**config.mk**
```make
export PLATFORM = sky130hd
export DESIGN_NAME = msj_encoder_feedback
export DESIGN_NICKNAME = d
export VERILOG_FILES = /design/src/rtl/msj_encoder_feedback.sv
export SDC_FILE = /design/constraint.sdc
export NUM_CORES = 1
export LEC_CHECK = 0
export ABC_CLOCK_PERIOD_IN_PS = 8500
export BUFFER_PORTS_ARGS = -buffer_cell sky130_fd_sc_hd__clkbuf_2
export CORE_ASPECT_RATIO = 0.9
export CORE_MARGIN = 2
export CORE_UTILIZATION = 40
export CTS_CLUSTER_SIZE = 25
export DETAILED_ROUTE_END_ITERATION = 7
export PLACE_DENSITY = 0.68
export SETUP_SLACK_MARGIN = 0.02
export SLEW_MARGIN = 20
export SYNTH_ARGS = -nofsm -noshare
export SYNTH_HDL_FRONTEND = slang
export SYNTH_SLANG_ARGS = --single-unit
```
**constraint.sdc**
```tcl
create_clock -name clock -period 8.5 [get_ports clock]
set_input_delay 0.425 -clock clock [delete_from_list [all_inputs] [get_ports clock]]
set_output_delay 0.425 -clock clock [all_outputs]
set_load 0.05 [all_outputs]
```
**src/rtl/msj_encoder_feedback.sv**
```systemverilog
// rtl/msj_encoder_feedback.sv - quadrature decoder, velocity window and controller update strobe
// for one MSJ joint.
module msj_encoder_feedback #(
  parameter int UPDATE_PERIOD = 50000,
  parameter int FILTER_CYCLES = 3,
  parameter int ERR_WIDTH     = 16
) (
  input  logic                 clock,
  input  logic                 reset_n,
  input  logic                 enc_a,
  input  logic                 enc_b,
  input  logic                 enable,
  input  logic                 invert,
  input  logic                 zero_position,
  output logic signed [31:0]   position,
  output logic signed [31:0]   velocity,
  output logic                 update_controller,
  output logic [ERR_WIDTH-1:0] error_count
);
  localparam int FW = $clog2(FILTER_CYCLES + 1);
  localparam int PW = $clog2(UPDATE_PERIOD);
  localparam logic [FW-1:0] F_LAST = FW'(FILTER_CYCLES);
  localparam logic [PW-1:0] P_LAST = PW'(UPDATE_PERIOD - 1);

  logic               a_s1, a_s2, b_s1, b_s2;
  logic [1:0]         syn, cand, acc, last_state, delta;
  logic [FW-1:0]      stable_cnt, stable_next;
  logic               acc_pulse, primed, illegal;
  logic [PW-1:0]      period_cnt;
  logic signed [31:0] snapshot, raw_step, step, pos_next;

  // Gray state to ring index so a forward step is always +1 modulo 4.
  function automatic logic [1:0] gray_idx(input logic [1:0] g);
    return {g[1], g[1] ^ g[0]};
  endfunction

  always_comb begin
    syn         = {a_s2, b_s2};
    stable_next = (syn == cand) ? stable_cnt + 1'b1 : FW'(1);
    delta       = gray_idx(acc) - gray_idx(last_state);
    raw_step    = 32'sd0;
    illegal     = 1'b0;
    if (acc_pulse && primed) begin
      case (delta)
        2'd1:    raw_step = 32'sd1;
        2'd3:    raw_step = -32'sd1;
        2'd2:    illegal  = 1'b1;
        default: raw_step = 32'sd0;
      endcase
    end
    step     = invert ? -raw_step : raw_step;
    pos_next = position + step;
  end

  always_ff @(posedge clock or negedge reset_n) begin
    if (!reset_n) begin
      a_s1              <= 1'b0;
      a_s2              <= 1'b0;
      b_s1              <= 1'b0;
      b_s2              <= 1'b0;
      cand              <= 2'b00;
      acc               <= 2'b00;
      last_state        <= 2'b00;
      stable_cnt        <= '0;
      acc_pulse         <= 1'b0;
      primed            <= 1'b0;
      error_count       <= '0;
      position          <= 32'sd0;
      velocity          <= 32'sd0;
      snapshot          <= 32'sd0;
      period_cnt        <= '0;
      update_controller <= 1'b0;
    end else begin
      a_s1 <= enc_a;
      a_s2 <= a_s1;
      b_s1 <= enc_b;
      b_s2 <= b_s1;
      cand <= syn;

      // Accept a new state only after it has held unchanged for FILTER_CYCLES samples.
      acc_pulse <= 1'b0;
      if (syn == acc) begin
        stable_cnt <= '0;
      end else if (stable_next == F_LAST) begin
        acc        <= syn;
        stable_cnt <= '0;
        acc_pulse  <= 1'b1;
      end else begin
        stable_cnt <= stable_next;
      end

      if (acc_pulse) begin
        last_state <= acc;
        primed     <= 1'b1;
      end

      if (illegal && !(&error_count))
        error_count <= error_count + 1'b1;

      position <= zero_position ? 32'sd0 : pos_next;

      if (!enable) begin
        period_cnt        <= '0;
        update_controller <= 1'b0;
        velocity          <= 32'sd0;
        snapshot          <= zero_position ? 32'sd0 : pos_next;
      end else if (period_cnt == P_LAST) begin
        period_cnt        <= '0;
        update_controller <= 1'b1;
        velocity          <= zero_position ? 32'sd0 : pos_next - snapshot;
        snapshot          <= zero_position ? 32'sd0 : pos_next;
      end else begin
        period_cnt        <= period_cnt + 1'b1;
        update_controller <= 1'b0;
        velocity          <= zero_position ? 32'sd0 : velocity;
        snapshot          <= zero_position ? 32'sd0 : snapshot;
      end
    end
  end
endmodule

```
==> impl_metrics.py <==
metrics = {
    "outcome": {
        "status": "finished clean",
    },
    "floorplanning": {
        "die_y_um": 143.7,
        "rows": 51,
        "die_area_mm2": 0.02290,
        "die_x_um": 159.3,
        "io_pins": 88,
        "coreArea_mm2": 0.02144,
        "start_util_pct": 40.48,
    },
    "drt": {
        "detail-route-antenna-nets": 0,
        "finalWirelength_mm": 20.44,
        "drt_iter0_markers": 456,
        "vias": 6908,
        "dr.pass1.iters": 4,
        "avgRoutedWirePerCell_um": 15.24,
        "viasPerCell": 5.151,
        "route.detailed.drc": 0,
    },
    "clock_network": {
        "clock_sinks": 143,
        "root_buffer": "clkbuf_16",
        "cts-resized-gates": 0,
        "cts_hold_buf": 0,
        "cts_setup_buffers": 0,
        "clk_pin_slew_worst_paths_ns": 0.07,
        "cts_tree": "built",
        "clkLatencyLatePin_ns": 0.43,
        "ctsLongestPathBuffers": 2,
        "htreeDepth": 4,
        "numCtsBuffers": 17,
    },
    "critical_path": {
        "worstPathRequired_ns": 8.77,
        "critPathKind": "register to register",
        "path_max_fanout": 34,
        "r2r_slack_ns": 1.84,
        "path_buf_inv": 2,
        "cp_slowest_cell": "a2111oi_1",
        "crit_path_max_incr_delay_ns": 0.64,
        "r2r.worst_path.cells": 26,
        "worstPathArrival_ns": 6.93,
        "cpLargestDelayFamily": "compound AO/OA/AOI/OAI gates",
        "rr_endpoint": "velocity[30]$_DFFE_PN0P_",
        "critPathCaptureType": "register",
        "critPathLaunchType": "register",
        "worstReg2RegStart": "acc[1]$_DFFE_PN0P_",
    },
    "power_and_ir_drop": {
        "leakage_nw": 5.083,
        "power_density_mw_per_mm2": 163.9,
        "finalPower_mw": 1.645,
        "ir_worst_vdd_v": 0.00009421,
    },
    "synth": {
        "post-synth-top-area-fraction_pct": 41.23,
        "avgSynthCellArea_um2": 9.108,
        "yosysUniqueCellTypes": 64,
        "synth.area.top_cells": "dfrtp_1 41%, ha_1 10%, xnor2_1 5.5%",
        "ys_seq_area_share_pct": 41.23,
        "yosys.area_share.simple_pct": 17.53,
        "synth-adder-area-share_pct": 10.55,
        "synth_compound_area_share_pct": 16.65,
        "synth_cells": 953,
        "synth-edff-count": 0,
        "synth_mux_area_share_pct": 0.7928,
        "syn_area_mm2": 0.008680,
        "syn_nets": 1032,
        "ys.flop_type": "dfrtp_1",
        "synth_top_family_by_area": "simple AND/OR/NAND/NOR gates",
        "ys_ff_latch": 143,
        "yosysWarnings": 0,
        "synth-async-reset-ratio_pct": 100.0,
        "synth_top_area_cell": "dfrtp_1",
        "synth_most_common_cell": "dfrtp_1",
        "synthTopCellsByCount": "143 x dfrtp_1, 120 x nand2_1, 81 x nor2_1",
        "synth_xor_area_share_pct": 9.788,
    },
    "sta": {
        "clock_skew_ns": 0.01048,
        "grt_setup_unrepaired": "false",
        "maxSlewViolCount": 0,
        "slew_headroom_pct": 32.55,
        "fin_crit_sh_pct": 78.35,
        "setup_viol": 0,
        "post-route-min-period_ns": 6.660,
        "holdWs_ns": 0.06604,
        "setup_tns_ns": 0,
        "max_slew.worst_pin.slew_ns": 1.004,
        "timing.fmax_ghz": 0.1501,
        "hold_viol_final": 0,
    },
    "place": {
        "placed_cell_area_mm2": 0.009428,
        "dp_hpwl_mm": 14.92,
        "gp_congestion": 0.8851,
        "portBuffers": 87,
    },
    "global_route": {
        "grt_pass1_vias": 6599,
        "overflow": 0,
        "grt_max_degree": 87,
        "grt_pass1_wl_mm": 33.64,
        "groute.usage.overall_pct": 18.09,
        "antenna_found_initial": 0,
    },
    "flow_run": {
        "maxCapViolCount": 0,
    },
    "cells_and_area": {
        "synthToLayoutAreaGrowth_pct": 15.60,
        "layout.nets": 1117,
        "design_area_mm2": 0.01003,
        "n_fill_cell": 2131,
        "num_antenna_cells": 0,
        "multi_input_comb_area_mm2": 0.004805,
        "regArea_mm2": 0.003578,
        "drive_above_1_share_pct": 13.24,
    },
    "worst_hold_path": {
        "hp-class": "input pin to asynchronous set/reset pin",
    },
}
[placed cells by master, fill, tap and decap left out, types with 3 or more instances in the layout]
| cell | count |
|---|---|
| nor3_1 | 10 |
| clkinvlp_4 | 3 |
| buf_4 | 5 |
| or3_1 | 5 |
| clkbuf_16 | 17 |
| o211ai_1 | 3 |
| dfrtp_1 | 143 |
| a21o_1 | 30 |
| o21a_1 | 6 |
| a21oi_1 | 72 |
| a31oi_1 | 8 |
| nand2b_1 | 7 |
| o41ai_1 | 4 |
| bufinv_16 | 3 |
| a22o_1 | 3 |
| nand4_1 | 11 |
| a211oi_1 | 8 |
| nor2_1 | 80 |
| nor4_1 | 4 |
| clkinv_4 | 3 |
| clkbuf_2 | 86 |
| o21bai_1 | 6 |
| xor2_1 | 42 |
| and2_1 | 6 |
| o31a_1 | 3 |
| o21ai_1 | 14 |
| and3_1 | 14 |
| nor2b_1 | 31 |
| nand2_1 | 120 |
| inv_1 | 54 |
| xnor2_1 | 55 |
| a41o_1 | 3 |
| mux2_2 | 3 |
| ha_1 | 70 |
| nand3_1 | 19 |
| a31o_2 | 3 |
| or2_2 | 4 |
| and4_1 | 4 |
| o31ai_1 | 3 |
| o21ai_0 | 44 |
[worst max-delay path by stage]
stage,startpoint,endpoint,slack (ns),cells past startpoint
after floorplan,acc[1]$_DFFE_PN0P_,velocity[30]$_DFFE_PN0P_,1.99,27
after global placement,acc[1]$_DFFE_PN0P_,velocity[30]$_DFFE_PN0P_,2.01,26
after detailed placement,acc[1]$_DFFE_PN0P_,velocity[30]$_DFFE_PN0P_,1.78,26
after CTS,acc[1]$_DFFE_PN0P_,velocity[30]$_DFFE_PN0P_,1.78,26
after global routing,acc[1]$_DFFE_PN0P_,velocity[30]$_DFFE_PN0P_,1.22,26
final,acc[1]$_DFFE_PN0P_,velocity[30]$_DFFE_PN0P_,1.84,26
[where the power goes]
part / internal (mW) / switching (mW)
registers: 0.696 / 0.0168
clock network: 0.470 / 0.303
logic: 0.0659 / 0.0921
[cells by family after synthesis]
| logic type | count (synthesis) |
|---|---|
| AND/OR/NAND/NOR | 326 |
| adder cells (fa/ha/maj) | 72 |
| buffers and inverters | 80 |
| multiplexers | 6 |
| flip-flops | 143 |
| AO/OA/AOI/OAI | 229 |
| XOR/XNOR | 97 |
[flip-flops by register name, indices dropped and copies added, names as in the netlist, 2 cells and up]
signal,cells
position,32
acc,2
stable_cnt,2
period_cnt,16
last_state,2
cand,2
error_count,16
snapshot,32
velocity,32
[area by class of cell]
class	instances	area share (%)
Multi-Input combinational cell	730	47.89
Sequential cell	143	35.67
Timing Repair Buffer	92	4.776
Clock buffer	19	4.415
Tap cell	291	3.629
Inverter	54	2.020
Clock inverter	12	1.609
[metal layers]
layer  global-route usage, %  wire [µm]
met1                   24.68       9958
met5                       0          0
met3                   3.723        700
met2                   29.91       9646
met4                   3.923        136
[per-stage QoR]
stage	setup WS, ns	utilization, %	cells
2_1_floorplan	1.986	-	953
3_3_place_gp	2.011	43.97	1310
3_5_place_dp	1.780	43.97	1310
4_1_cts	1.776	46.79	1341
5_1_grt	1.224	46.80	1341
6_report	1.840	46.80	1341
Note: power is estimated with default switching activity, not from simulation.
